### config.mk
export PLATFORM = sky130hd
export DESIGN_NAME = sd_mq_mem_arb
export DESIGN_NICKNAME = d
export VERILOG_FILES = /design/src/rtl/sd_mq_pkg.sv /design/src/rtl/sd_rr_arb.sv /design/src/rtl/sd_mq_mem_arb.sv
export SDC_FILE = /design/constraint.sdc
export NUM_CORES = 1
export LEC_CHECK = 0
export ABC_AREA = 1
export BUFFER_PORTS_ARGS = -buffer_cell sky130_fd_sc_hd__buf_2
export CORE_AREA = 2 2 104 106
export DETAILED_ROUTE_END_ITERATION = 8
export DIE_AREA = 0 0 106 108
export PLACE_DENSITY = 0.76
export SLEW_MARGIN = 20
export SYNTH_ARGS = -nofsm -noshare
export SYNTH_HDL_FRONTEND = slang
export SYNTH_HIERARCHICAL = 1
export SYNTH_SLANG_ARGS = --single-unit
### constraint.sdc
create_clock -name clk -period 2.45 [get_ports clk]
set_clock_uncertainty 0.2 [all_clocks]
set_input_delay 0.1225 -clock clk [delete_from_list [all_inputs] [get_ports clk]]
set_output_delay 0.1225 -clock clk [all_outputs]
set_load 0.01 [all_outputs]
### src/rtl/sd_mq_pkg.sv
// Shared types and helpers for the multi-queue memory arbiter.
//   rr_select     : round-robin priority select (request vector, pointer -> one-hot)
//   onehot_to_idx : one-hot vector -> binary index
//   bound_low_of / bound_high_of : static per-queue partition bounds
// Vectors are sized for the largest supported queue count; callers zero-extend.
package sd_mq_pkg;

    localparam int unsigned MAX_NQ = 16;
    localparam int unsigned IDX_W  = 4;

    // First set bit of req, searching upward from ptr and wrapping at n-1 -> 0.
    function automatic logic [MAX_NQ-1:0] rr_select(input logic [MAX_NQ-1:0] req,
                                                     input logic [IDX_W-1:0]  ptr,
                                                     input int unsigned        n);
        logic [MAX_NQ-1:0] grant;
        logic [IDX_W-1:0]  idx;
        logic              found;
        grant = '0;
        found = 1'b0;
        for (int unsigned k = 0; k < MAX_NQ; k++) begin
            if (k < n) begin
                idx = IDX_W'((32'(ptr) + k) % n);
                if (!found && req[idx]) begin
                    grant[idx] = 1'b1;
                    found      = 1'b1;
                end
            end
        end
        return grant;
    endfunction

    function automatic logic [IDX_W-1:0] onehot_to_idx(input logic [MAX_NQ-1:0] vec);
        logic [IDX_W-1:0] idx;
        idx = '0;
        for (int unsigned k = 0; k < MAX_NQ; k++) begin
            if (vec[k]) idx = idx | IDX_W'(k);
        end
        return idx;
    endfunction

    function automatic int unsigned bound_low_of(input int unsigned i, input int unsigned qsz);
        return i * qsz;
    endfunction

    function automatic int unsigned bound_high_of(input int unsigned i, input int unsigned qsz);
        return (i + 1) * qsz - 1;
    endfunction

endpackage

### src/rtl/sd_rr_arb.sv
// Round-robin arbiter with a combinational one-hot grant and a registered
// priority pointer. After a grant to index g the pointer moves to g+1 (mod nq)
// so g gets the lowest priority next cycle; with no grant the pointer holds.
//   clk   : clock
//   reset : asynchronous active-low reset (pointer -> 0)
//   req   : request vector
//   grant : one-hot grant, all-zero when req is zero
module sd_rr_arb
    import sd_mq_pkg::*;
#(
    parameter int unsigned nq = 4
) (
    input  logic          clk,
    input  logic          reset,
    input  logic [nq-1:0] req,
    output logic [nq-1:0] grant
);

    localparam int unsigned pw = $clog2(nq);

    logic [pw-1:0]     ptr;
    logic [pw-1:0]     ptr_next;
    logic [MAX_NQ-1:0] grant_full;
    logic [IDX_W-1:0]  grant_idx;
    logic              unused_grant_bits;

    // NOTE: every variable assigned in always_comb gets a value on every path,
    // otherwise synthesis infers a latch.
    always_comb begin
        grant_full = rr_select(MAX_NQ'(req), IDX_W'(ptr), nq);
        grant_idx  = onehot_to_idx(grant_full);
        ptr_next   = (grant_idx == IDX_W'(nq - 1)) ? '0 : pw'(grant_idx + 1'b1);
    end

    assign grant             = grant_full[nq-1:0];
    assign unused_grant_bits = ^grant_full;

    // NOTE: sequential state uses non-blocking assignments so every flop
    // samples pre-edge values regardless of block ordering.
    always_ff @(posedge clk or negedge reset) begin
        if (!reset) begin
            ptr <= '0;
        end else if (|grant) begin
            ptr <= ptr_next;
        end
    end

endmodule

### src/rtl/sd_mq_mem_arb.sv
// Shares one two-port memory (1-cycle read latency) between nq FIFO head
// controllers (write port) and nq tail controllers (read port).
//   clk, reset          : clock, asynchronous active-low reset
//   h_req/h_enable      : head requests / one-hot round-robin grant
//   h_we/h_addr/h_data  : head write strobe, pointers and data (slice i per head)
//   t_req/t_enable      : tail requests / one-hot round-robin grant
//   t_re/t_addr         : tail read strobe and pointers
//   t_rd_vld/t_rd_data  : per-tail read-return valid, broadcast read data
//   bound_low/high      : static per-queue partition [i*qsz, (i+1)*qsz-1]
//   mem_*               : memory write/read port
//   proto_err           : sticky flag for a strobe raised without its enable
module sd_mq_mem_arb
    import sd_mq_pkg::*;
#(
    parameter int unsigned nq    = 4,
    parameter int unsigned width = 8,
    parameter int unsigned depth = 1024,
    parameter int unsigned asz   = $clog2(depth),
    parameter int unsigned qsz   = depth / nq
) (
    input  logic                clk,
    input  logic                reset,
    input  logic [nq-1:0]       h_req,
    output logic [nq-1:0]       h_enable,
    input  logic [nq-1:0]       h_we,
    input  logic [nq*asz-1:0]   h_addr,
    input  logic [nq*width-1:0] h_data,
    input  logic [nq-1:0]       t_req,
    output logic [nq-1:0]       t_enable,
    input  logic [nq-1:0]       t_re,
    input  logic [nq*asz-1:0]   t_addr,
    output logic [nq-1:0]       t_rd_vld,
    output logic [width-1:0]    t_rd_data,
    output logic [nq*asz-1:0]   bound_low,
    output logic [nq*asz-1:0]   bound_high,
    output logic                mem_wr_en,
    output logic [asz-1:0]      mem_wr_addr,
    output logic [width-1:0]    mem_wr_data,
    output logic                mem_rd_en,
    output logic [asz-1:0]      mem_rd_addr,
    input  logic [width-1:0]    mem_rd_data,
    output logic                proto_err
);

    sd_rr_arb #(.nq(nq)) u_wr_arb (
        .clk   (clk),
        .reset (reset),
        .req   (h_req),
        .grant (h_enable)
    );

    sd_rr_arb #(.nq(nq)) u_rd_arb (
        .clk   (clk),
        .reset (reset),
        .req   (t_req),
        .grant (t_enable)
    );

    // Strobes are gated by their grant, so an out-of-turn access has no
    // memory effect; it only raises proto_err.
    assign mem_wr_en = |(h_we & h_enable);
    assign mem_rd_en = |(t_re & t_enable);

    always_comb begin
        mem_wr_addr = '0;
        mem_wr_data = '0;
        mem_rd_addr = '0;
        for (int unsigned i = 0; i < nq; i++) begin
            if (h_enable[i]) begin
                mem_wr_addr = h_addr[i*asz +: asz];
                mem_wr_data = h_data[i*width +: width];
            end
            if (t_enable[i]) begin
                mem_rd_addr = t_addr[i*asz +: asz];
            end
        end
    end

    // Read data is shared; t_rd_vld tells each tail whether it is theirs.
    assign t_rd_data = mem_rd_data;

    always_ff @(posedge clk or negedge reset) begin
        if (!reset) begin
            t_rd_vld  <= '0;
            proto_err <= 1'b0;
        end else begin
            t_rd_vld <= t_re & t_enable;
            if (|(h_we & ~h_enable) || |(t_re & ~t_enable)) begin
                proto_err <= 1'b1;
            end
        end
    end

    // depth is a multiple of nq, so (i+1)*qsz-1 never exceeds depth-1.
    for (genvar i = 0; i < nq; i++) begin : g_bounds
        assign bound_low[i*asz +: asz]  = asz'(bound_low_of(i, qsz));
        assign bound_high[i*asz +: asz] = asz'(bound_high_of(i, qsz));
    end

endmodule

Word level (Yosys, flattened, before mapping)
Index checks and enable logic that the tools add are counted.
{ "word_totals": {"register_bits": 9, "inputBits": 138, "elab_cells": 159, "out_inout_bits": 131} }
{ "classes": {"n_bitwise": 12, "n_mux": 90, "magnitude_cmp": 16, "n_addsub": 8, "eq_ne": 2, "reduce_logical": 27} }
{ "ops": {"columns": ["cell", "count"], "rows": [
  ["two-way mux 16 bit", 6],
  ["OR 16 x 4 -> 16 bit", 6],
  ["two-way mux 10 bit", 8],
  ["two-way mux 4 bit", 18],
  ["less-than comparator 2 x 5 -> 1 bit, second input constant", 8],
  ["two-way mux 8 bit", 4],
  ["two-way mux 1 bit", 24],
  ["two-way mux 3 bit", 8],
  ["OR reduction 4 bit", 6],
  ["AND 4 bit", 4],
  ["binary-select mux 1 bit (select 2 bit)", 8],
  ["demux 1 bit (select 2 bit)", 8],
  ["greater-or-equal comparator 2 x 1 -> 1 bit, second input constant", 8],
  ["logical AND 1 bit", 14],
  ["two-way mux 2 bit", 6],
  ["adder 2 x 1 -> 2 bit, second input constant", 4],
  ["adder 2 bit, second input constant", 4],
  ["equality test 4 x 2 -> 1 bit, second input constant", 2],
  ["inverter 4 bit", 2],
  ["zero test 1 bit", 6],
  ["logical OR 1 bit", 1]
]} }

Logic depth before layout (Yosys ltp)
Gate-level depths: netlist of the first run.
{ "logic_depth": {"depth_word": 29, "mapped_depth": 17, "depth_no_buf": 16} }

Hierarchy
The synthesis of the first run kept the hierarchy.
{ "modules_own_cells": {"columns": ["module", "area_each_um2", "cells_per_inst", "seq_area_each_um2", "instances"], "rows": [
  ["sd_mq_mem_arb", 2063.2, 374, 125.1, 1],
  ["sd_rr_arb", 579.3, 91, 50.0, 2]
]} }

Least setup slack after synthesis of the first run
OpenSTA, ideal clock, no wires.
{ "synth_path": {"kind": "flip-flop to output port", "start": "reg u_wr_arb.ptr[1]", "end": "out mem_wr_addr[8]", "arrival_ns": 2.197, "path_slack_ns": -0.070, "path_stages_with_launch": 16, "path_cell_list": "dfrtp_1 > inv_1 > ha_1 > inv_1 > nand3_1 > nand2_1 > nand2_4 > nor2_4 > and2_4 > nor2_4 > inv_1 > buf_2 > buf_6 > nor2_1 > nand2_1 > nand2_1"} }
{ "synth_via": {"elab_cells_between_ends": 51, "cone_classes": "add/sub: 3; order compare: 8; mux: 27; bitwise: 3; reduce/logical: 10"} }
{ "synth_lines": {"columns": ["element", "line_no", "source"], "rows": [
  ["from (decl)", "sd_rr_arb.sv:21", "logic [pw-1:0] ptr;"],
  ["from (signal assigned)", "sd_rr_arb.sv:44", "ptr <= ptr_next;"],
  ["branches (longest 11 deep; another with less-than comparator 2 x 5 -> 1 bit)", null, null],
  ["two-way mux 16 bit *", "sd_mq_pkg.sv:23", "if (!found && req[idx]) begin"],
  ["net h_enable[3]", "sd_mq_mem_arb.sv:24", "output logic [nq-1:0] h_enable,"],
  ["two-way mux 10 bit *", "sd_mq_mem_arb.sv:69", "if (h_enable[i]) begin"],
  ["to (decl)", "sd_mq_mem_arb.sv:37", "output logic [asz-1:0] mem_wr_addr,"]
]} }
Mark *: on every way through the listed nets, which the timed path passes. The select of a mux whose other input is x is not followed.

Worst setup path after layout of the first run
{ "layout_path": {"start": "reg u_rd_arb.ptr[0]", "end": "out mem_rd_addr[2]"} }
{ "layout_via": {"elab_chain_cells": 16, "elab_cells_between_ends": 51, "cone_classes": "add/sub: 3; order compare: 8; mux: 27; bitwise: 3; reduce/logical: 10"} }
{ "layout_lines": {"columns": ["element", "line_no", "source"], "rows": [
  ["from (decl)", "sd_rr_arb.sv:21", null],
  ["from (signal assigned)", "sd_rr_arb.sv:44", null],
  ["branches (longest 11 deep; another with less-than comparator 2 x 5 -> 1 bit)", null, null],
  ["two-way mux 16 bit *", "sd_mq_pkg.sv:23", null],
  ["two-way mux 10 bit (3 in series)", "sd_mq_mem_arb.sv:73", "if (t_enable[i]) begin"],
  ["two-way mux 10 bit *", "sd_mq_mem_arb.sv:73", null],
  ["to (decl)", "sd_mq_mem_arb.sv:40", "output logic [asz-1:0] mem_rd_addr,"]
]} }
Every way passes the cells marked *. The select of a mux whose other input is x is not followed.

==> results of run 1 <==
[worst max path at each step]
stage                    start             end  cells past startpoint
5_1_grt        u_wr_arb/ptr[0]  mem_wr_data[2]                     16
6_report       u_rd_arb/ptr[0]  mem_rd_addr[2]                     16
3_3_place_gp   u_wr_arb/ptr[0]  mem_wr_data[4]                     15
2_1_floorplan  u_wr_arb/ptr[0]  mem_wr_addr[8]                     16
4_1_cts        u_wr_arb/ptr[0]  mem_wr_data[2]                     16
3_5_place_dp   u_wr_arb/ptr[0]  mem_wr_data[1]                     15
[layer usage]
layer	GRT usage	routed length, microns	vias up
met3	0.0229	852	19
met1	0.209	4470	1770
li1	-	-	1970
met2	0.368	6490	184
met5	0	0	-
met4	0.0414	182	0
[sequential cells by signal, summed over array words and instances (netlist names)]
name,count
u_rd_arb/ptr,2
u_wr_arb/ptr,2
t_rd_vld,4
proto_err,1
[worst reg2reg max path, cell delays in order (launching register included)]
cell and delay [ns]:
dfrtp_1 0.42, inv_6 0.05, ha_4 0.26, inv_4 0.06, nand3_1 0.09, nand2_2 0.09
nand3_1 0.07, nand2_1 0.08, inv_2 0.05, buf_4 0.13, buf_4 0.12, buf_4 0.12
buf_4 0.12, buf_4 0.12, nand2_2 0.06, nor2_2 0.05, nand2_1 0.06, nor2_1 0.04
nor2_1 0.10
[cell usage in the layout, fill, tap and decap left out, types with 4 or more instances in the layout]
cell and n:
dfrtp_1 8, buf_16 4, inv_1 32, inv_2 7
a21oi_1 15, nor2_4 11, nand2_4 10, buf_6 17
nand2_1 162, nand3_2 23, nand3_4 8, inv_4 4
nand3_1 43, nor2_1 36, buf_2 163, conb_1 80
a21oi_2 23, dlygate4sd3_1 4, nor2_2 10, buf_4 27
ha_1 12, buf_12 7, nand2_2 27
[cells by family after synthesis]
family / count (synthesis) / synth area share
AND/OR/NAND/NOR: 333 / 0.478
buffers and inverters: 157 / 0.320
AO/OA/AOI/OAI: 41 / 0.0753
adder cells (fa/ha/maj): 14 / 0.0544
flip-flops: 9 / 0.0699
other: 2 / 0.00233
[final cells by class]
class                           count  area [sq um]
Timing Repair Buffer              228          1640
Multi-Input combinational cell    469          2650
Tap cell                          136           170
Inverter                           48           216
Sequential cell                     9           226
Fill cell                        1061          5280
Clock buffer                        4          45.0
[power by group through the flow]
stage          logic [W]  registers (W)  clock network [W]
2_1_floorplan    0.00513       0.000306                  0
3_3_place_gp     0.00731       0.000271                  0
3_5_place_dp     0.00736       0.000269                  0
4_1_cts          0.00961       0.000273           0.000171
5_1_grt           0.0113       0.000279           0.000183
6_report          0.0103       0.000274           0.000168
[what timing repair did]
item                                    4_1_cts  5_1_grt
hold buffers                                  4        0
endpoints found under the setup margin       32       36
pin swaps                                    29       31
buffers inserted                             19        4
resized for setup                            96       49
hold endpoints to repair                     12        0
cloned                                        6        4
[metrics by stage]
stage          worst slack [ns]   util  total power (W)
2_1_floorplan           0.00869      -          0.00543
3_3_place_gp             0.0306  0.385          0.00758
3_5_place_dp            0.00725  0.385          0.00763
4_1_cts                  -0.108  0.457           0.0101
5_1_grt                  -0.285  0.484           0.0118
6_report                 -0.121  0.484           0.0107
==> reports/results.ini, run 1 <==
[setup_path]
reg2reg_depth=18
crit_family=simple AND/OR/NAND/NOR gates
slowest_stage=dfrtp_2
r2r_end=u_wr_arb/ptr[1]
cp_max_fo=6
required_ns=2.13
startpoint_type=flop
max_stage_delay_ns=0.39
critPathBufInv=5
cp-end-kind=output pin
crit_path_frequent_cell=nand2_1
crit_type=reg2out
arrival_ns=2.25
critical_path.cell_chain=clkinv_4 -> ha_4 -> inv_4 -> nand3_2 -> nand2_2 -> nand2_4 -> nor2_4 -> nand2_2 -> nand3_4 -> clkinvlp_4 -> buf_8 -> nand3_2 -> nand2_1 -> nand2_1 -> nand2_1 -> buf_6
worstReg2RegStart=u_wr_arb/ptr[0]
rrSetupSlack_ns=0.10

[cells_and_area]
n_antenna_cell=0
finalNonFillerCells=894
nets=911
drive_above_1_share=0.479
synthToLayoutAreaGrowth_pct=53.6
fin_area_sq_um=4950

[sta]
fin_setup_tns_ns=-2.36
finalSetupViolations=30
fmax_ghz=0.389
hold_viol=0
finalCritPeriodShare=1.05
whs_ns=0.0197
fin_ws_ns=-0.121
min_period_ns=2.57
slew_violations=0
grt_setup_unrepaired=yes

[clocking]
cts_root_buffer=clkbuf_8
cts_buffers=3
cts_num_sinks=9
clk_pin_slew_ns=0.04
cts_tree=yes
htree_levels=1
clock_latency_ns=0.23
clk_path_buf_depth=2

[pwr]
peakVddDrop_mv=0.940
seqPwrFrac=0.026
p_comb_frac=0.959
p_leak_nw=2.93
p_switching_w=0.00579
switching_share=0.538
power_frac_clock=0.016
intPower_w=0.00496
p_per_area_nw_per_um2=2170

[logic_synthesis]
synth-seq-area-share=0.0699
synth_cell_types=24
ys_ff_latch=9
synth_top_area_share=0.218
netlist_top_cells_area=nand2_1 (22%), buf_4 (21%), nand3_1 (9.8%), dfrtp_1 (7.0%), nor2_1 (5.9%)
syn_area_per_cell_sq_um=5.79
yosysTopAreaCell=nand2_1
synth_area_sq_um=3220
synth_flop_cell=dfrtp_1
synth-edff-count=0
yosys_warnings=6
netlist_top_cells_count=nand2_1 (187), buf_4 (88), nand3_1 (63)
postSynthCellCount=556
yosys.cell_count.top_type=nand2_1
synth-async-reset-ratio=1.00

[drt]
first_iter_violations=226
drt-total-wl_microns=12000
wl_per_cell_microns=13.4
num_vias=3943
drc=0
drt_first_pass_iters=4
drtAntennaViolNets=0
vias_per_cell=4.41

[floorplanning]
ioPinCount=269
start_util=0.315
floorplan.rows=37
dieArea_sq_um=11400
die_w_microns=106
fp.coreArea_sq_um=10200
die_y_microns=108

[global_route]
grt.total_usage=0.185
grt_pass1_wl_microns=17200
grt_pass1_vias=3601
antenna_found_initial=0
grt_start_max_net_pins=25
grt-ovfl-total=0

[placed_design]
hpwl_microns=8120
gp_congestion=0.891
placed_area_sq_um=3940
portBuffers=172
placed_cells=854

[hold_path]
hold_depth=5
holdPathEnd=proto_err
holdCritStartpoint=h_we[0]
worst_hold_path_type=in2reg

[status]
status=complete, but fails checks
failed_checks=negative setup slack

[flow_run]
cap_violations=0

Power figures use the tool's default switching activity.
==> inputs of run 2 (changes only) <==
BUFFER_PORTS_ARGS = unset   (was -buffer_cell sky130_fd_sc_hd__buf_2)
CORE_AREA = 2 2 105 107   (was 2 2 104 106)
DIE_AREA = 0 0 107 109   (was 0 0 106 108)
DONT_BUFFER_PORTS = 1   (was unset)
PLACE_DENSITY = 0.52   (was 0.76)
==> run 2 against run 1 <==
Net effect: largest cell class unchanged; via count fell by 17%; highest routed layer unchanged; critical endpoint is now mem_wr_data[3]; first-iteration DRC count fell by 9.7%; combinational power fell by 21%; critical path depth fell by 3; maximum frequency rose by 4.8%; cell count fell by 20%; critical path type unchanged; core utilization fell by 13 points; the run still ends with negative setup slack left; routed wire length fell by 14%.
==> reports/results.ini, run 2 (synthesis results as in run 1) <==
[status]
failed_checks=negative setup slack
status=complete, but fails checks

[cells_and_area]
post-route-util=0.358  ; -0.125
final_cell_mix=nand2_1 (147), conb_1 (80), nand3_1 (52)
finalNonFillerCells=717  ; -20%
drive_above_1_share=0.272  ; -0.207
reg.largest.list=t_rd_vld x4, u_rd_arb/ptr x2, u_wr_arb/ptr x2
n_antenna_cell=0  ; unchanged
largest_register_ffs=4  ; unchanged
final_common_cell=nand2_1
synthToLayoutAreaGrowth_pct=17.9
top_register=t_rd_vld
nets=730  ; -20%

[global_route]
grt_pass1_vias=2773  ; -23%
antenna_found_initial=0  ; unchanged
grt_pass1_wl_microns=13800  ; -20%
grt-ovfl-total=0  ; unchanged
grt.total_usage=0.148  ; -0.0376
grt_start_max_net_pins=25  ; unchanged

[setup_path]
r2r_end=proto_err
slowest_stage=dfrtp_2
crit_type=reg2out
rrSetupSlack_ns=0.18  ; +0.08 ns
critical_path.cell_chain=inv_6 -> ha_4 -> inv_4 -> nand3_1 -> nand2_1 -> nand2_2 -> nor2_4 -> and2_4 -> nor2_4 -> inv_4 -> clkbuf_16 -> nand2_1 -> nand2_2
max_stage_delay_ns=0.43  ; +0.04 ns
cp_max_fo=10  ; +4
required_ns=2.13  ; about the same
startpoint_type=flop
cp-end-kind=output pin
worstReg2RegStart=u_wr_arb/ptr[0]
arrival_ns=2.13  ; -0.12 ns
reg2reg_depth=14  ; -4

[sta]
slew_violations=0  ; unchanged
hold_viol=0  ; unchanged
finalCritPeriodShare=1.00  ; -0.0479
fmax_ghz=0.408  ; +4.8%
finalSetupViolations=3  ; -90%
whs_ns=0.0450  ; +0.0253 ns
min_period_ns=2.45  ; -0.117 ns
grt_setup_unrepaired=yes
fin_ws_ns=-0.00336  ; +0.117 ns

[pwr]
power_frac_clock=0.019  ; +0.003
p_comb_frac=0.947  ; -0.012
p_leak_nw=2.10  ; -28%
p_switching_w=0.00512  ; -11%
switching_share=0.593  ; +0.0547
p_total_w=0.00864  ; -20%
intPower_w=0.00352  ; -29%
seqPwrFrac=0.034  ; +0.008
peakVddDrop_mv=0.949  ; +0.98%
p_per_area_nw_per_um2=2270  ; +4.7%

[placed_design]
placed_cells=687  ; -20%
gp_congestion=0.881  ; -1.1%
hpwl_microns=7300  ; -10%
portBuffers=0  ; -100%
dp_slack_ns=-0.0337  ; -0.0410 ns

[drt]
wl_met2_microns=5660  ; -13%
num_vias=3286  ; -17%
drt_first_pass_iters=4  ; unchanged
drc=0  ; unchanged
drtAntennaViolNets=0  ; unchanged
top_layer=met4
drt-total-wl_microns=10300  ; -14%
first_iter_violations=204  ; -9.7%
vias_per_cell=4.58  ; +3.9%
wl_per_cell_microns=14.4  ; +7.6%
drt-met1-wl_microns=3850  ; -14%
wl_met3_microns=721  ; -15%

[floorplanning]
die_w_microns=107  ; +0.94%
floorplan.rows=38  ; +2.7%
die_y_microns=109  ; +0.93%
start_util=0.304  ; -0.0110
dieArea_sq_um=11700  ; +1.9%
fp.coreArea_sq_um=10600  ; +3.6%
ioPinCount=269  ; unchanged

[clocking]
htree_levels=1  ; unchanged
cts_tree=yes
clock_latency_ns=0.23  ; about the same
clk_path_buf_depth=2  ; unchanged
cts_root_buffer=clkbuf_8
cts_buffers=3  ; unchanged
cts_num_sinks=9  ; unchanged
clk_pin_slew_ns=0.04  ; about the same

[flow_run]
cap_violations=0  ; unchanged

[hold_path]
worst_hold_path_type=in2out
hold_depth=0  ; -5
holdPathEnd=t_rd_data[2]
holdCritStartpoint=mem_rd_data[2]

## run 2: routing by layer
metal / track usage / vias to the layer above
met2: 0.293 / 172
met1: 0.171 / 1491
li1: - / 1609
met4: 0.0278 / 0
met3: 0.0143 / 14
met5: 0 / -
## run 2: area by class of cell
class                   count  area, sq um
repair inverters            1         7.51
clock buffers               4         45.0
fillers                  1129         6800
well taps                 140          175
flip-flops and latches      9          228
multi-input cells         469         2530
inverters                  48          211
repair buffers             46          597
## run 2: repair_timing
action / 4_1_cts / 5_1_grt
buffers inserted: 5 / 3
hold endpoints to repair: 14 / 0
setup endpoints to repair: 33 / 32
gates resized for setup: 51 / 45
hold buffers: 9 / 0
pin swaps: 7 / 28
cloned: 3 / 6
## run 2: how the worst max path moves through the flow
stage                          startpoint        endpoint  slack [ns]  cells past startpoint
after floorplan           u_wr_arb/ptr[0]  mem_wr_addr[8]       0.009                     16
after global placement    u_wr_arb/ptr[0]  mem_wr_data[7]        0.02                     14
after detailed placement  u_wr_arb/ptr[0]  mem_wr_data[7]       -0.03                     14
after CTS                 u_wr_arb/ptr[0]  mem_wr_data[7]      -0.006                     15
after global routing      u_rd_arb/ptr[0]  mem_rd_addr[2]       -0.11                     13
final                     u_wr_arb/ptr[0]  mem_wr_data[3]      -0.003                     13
## run 2: metrics by stage
step                       TNS, ns  area [sq um]
after floorplan                  0          3530
after global placement           0          3090
after detailed placement   -0.0755          3090
after CTS                 -0.00647          3490
after global routing         -2.89          3800
final                     -0.00605          3800
## run 2: critical path, delay by kind of cell (launching register included)
kind | cells | cell delay (ns)
flops | 1 | 0.43
fa+ha+maj | 1 | 0.21
simple gates | 8 | 0.82
buf+inv | 4 | 0.42
## run 2: power by group through the flow
stage          Sequential (W)  Clock (W)  Combinational (W)
4_1_cts              0.000294   0.000173            0.00725
3_3_place_gp         0.000290          0            0.00625
3_5_place_dp         0.000291          0            0.00632
5_1_grt              0.000303   0.000185            0.00896
6_report             0.000295   0.000166            0.00818
2_1_floorplan        0.000306          0            0.00513
==> inputs of run 3 (changes only) <==
PLACE_DENSITY = 0.54   (was 0.52)
==> run 3 against run 2 <==
Net effect: worst hold slack is the same; critical path type unchanged; non-clock buffer count grew 9; cell count grew 1.3%; the run still ends with negative setup slack left; critical path depth grew 2.
==> reports/results.ini, run 3 (synthesis results as in run 1) <==
[status]
status=complete, but fails checks
failed_checks=negative setup slack

[clocking]
clock_latency_ns=0.23  ; about the same
cts_num_sinks=9  ; unchanged
clk_path_buf_depth=2  ; unchanged
htree_levels=1  ; unchanged
cts_root_buffer=clkbuf_8
cts_buffers=3  ; unchanged
clk_pin_slew_ns=0.05  ; about the same
cts_tree=yes

[cells_and_area]
drive_above_1_share=0.349  ; +0.0766
nets=738  ; +1.1%
multi_input_area_sq_um=2660  ; +4.8%
final_common_cell=nand2_1
final-seq-area_sq_um=226  ; -0.55%
top_register=t_rd_vld
reg.largest.list=t_rd_vld x4, u_rd_arb/ptr x2, u_wr_arb/ptr x2
nFillCells=1144  ; +1.3%
final_cell_mix=nand2_1 (135), conb_1 (80), nand2_2 (57)
largest_register_ffs=4  ; unchanged
synthToLayoutAreaGrowth_pct=23.2

[drt]
wl_met2_microns=6090  ; +7.6%
num_vias=3316  ; +0.91%
wl_met3_microns=585  ; -19%
drt-total-wl_microns=10700  ; +3.2%
vias_per_cell=4.57  ; -0.34%
drt_first_pass_iters=6  ; +2
drtAntennaViolNets=0  ; unchanged
drt-met1-wl_microns=3890  ; +1.1%
drc=0  ; unchanged
first_iter_violations=173  ; -15%
wl_per_cell_microns=14.7  ; +2.0%
top_layer=met4

[setup_path]
max_stage_delay_ns=0.42  ; about the same
required_ns=2.13  ; about the same
cp_max_fo=5  ; -5
rrSetupSlack_ns=0.16  ; -0.02 ns
cp-end-kind=output pin
crit_path_frequent_cell=nand2_2
crit_type=reg2out
critical_path.cell_chain=inv_6 -> ha_4 -> inv_4 -> nand3_2 -> nand2_2 -> nand2_4 -> nor2_4 -> nand2_2 -> nand3_4 -> buf_12 -> clkbuf_16 -> a21oi_2 -> nand2_1 -> nand2_1 -> nand2_2
arrival_ns=2.19  ; +0.06 ns
slowest_stage=dfrtp_1
startpoint_type=flop

[global_route]
grt-ovfl-total=0  ; unchanged
grt_pass1_wl_microns=13600  ; -1.4%
antenna_found_initial=1  ; +1
grt_pass1_vias=2729  ; -1.6%
grt.total_usage=0.149  ; +0.00108
grt_start_max_net_pins=24  ; -4.0%

[placed_design]
portBuffers=0  ; unchanged
gp_congestion=0.877  ; -0.48%
hpwl_microns=7650  ; +4.8%
dp_slack_ns=0.00544  ; +0.0392 ns

[hold_path]
worst_hold_path_type=in2out

[floorplanning]
ioPinCount=269  ; unchanged
dieArea_sq_um=11700  ; unchanged
fp.coreArea_sq_um=10600  ; unchanged
die_w_microns=107  ; unchanged
floorplan.rows=38  ; unchanged
die_y_microns=109  ; unchanged
start_util=0.304  ; unchanged

[sta]
whs_ns=0.0450  ; unchanged
fin_ws_ns=-0.0579  ; -0.0545 ns
slew_violations=0  ; unchanged
hold_viol=0  ; unchanged
finalCritPeriodShare=1.02  ; +0.0222
grt_setup_unrepaired=yes
min_period_ns=2.51  ; +0.0545 ns
finalSetupViolations=18  ; +15
fmax_ghz=0.399  ; -2.2%

[flow_run]
cap_violations=0  ; unchanged

==> run 3: cell types whose count changed in the layout (fill, tap and decap cells not counted), moves of 3 or more <==
cell | previous run | this run
nor2_1 | 51 | 44
buf_4 | 18 | 23
a21oi_1 | 25 | 7
nand2_1 | 147 | 135
a21oi_2 | 16 | 31
nand2_2 | 44 | 57
a21oi_4 | 0 | 3
nor2_2 | 0 | 6
==> run 3: worst max-delay path: cells and delay by family (launching register included) <==
family,cells,cell delay (ns)
buf+inv,4,0.42
compound gates,1,0.11
simple gates,9,0.71
fa+ha+maj,1,0.29
flops,1,0.42
==> run 3: path summary, 6_finish.rpt <==
| kind | start | end | cells after the start |
|---|---|---|---|
| worst max-delay path | u_wr_arb/ptr[0] | mem_wr_data[0] | 15 |
| worst min-delay path | mem_rd_data[7] | t_rd_data[7] | 0 |
| worst max register to register | u_wr_arb/ptr[0] | u_wr_arb/ptr[1] | 15 |
| worst min register to register | proto_err | proto_err | 2 |
| max in group asynchronous | reset | u_rd_arb/ptr[0] | 1 |
| min in group asynchronous | reset | t_rd_vld[1] | 1 |
==> run 3: per-stage QoR <==
| stage | TNS, ns | area (sq um) | std cells | utilization |
|---|---|---|---|---|
| finish | -0.590 | 3970 | 726 | 0.374 |
| floorplan | 0 | 3530 | 634 | - |
| detailed placement | 0 | 3110 | 691 | 0.293 |
| global placement | 0 | 3110 | 691 | 0.293 |
| CTS | -0.153 | 3440 | 707 | 0.324 |
| global route | -3.68 | 3970 | 726 | 0.374 |
==> run 3: layout make-up <==
type	count	area share
Tap cell	140	0.0441
Antenna cell	1	0.000630
Clock buffer	3	0.0104
Sequential cell	9	0.0570
Clock inverter	1	0.00126
Inverter	48	0.0542
Timing Repair Buffer	55	0.163
Multi-Input combinational cell	469	0.669
==> run 3: repair_timing <==
action,4_1_cts,5_1_grt
cloned,1,7
setup buffers,2,11
setup endpoints to repair,32,32
hold endpoints to repair,14,0
pin swaps,4,31
gates resized for setup,49,94
hold buffers,9,0
==> run 3: routing by layer <==
layer,vias to the layer above,GRT usage
met2,168,0.307
met3,8,0.0137
li1,1626,-
met5,-,0
met1,1514,0.156
met4,0,0.0473
Power of run 3 is not shown: default switching activity piles up to over one toggle a cycle in this logic, so the estimate is an artifact.
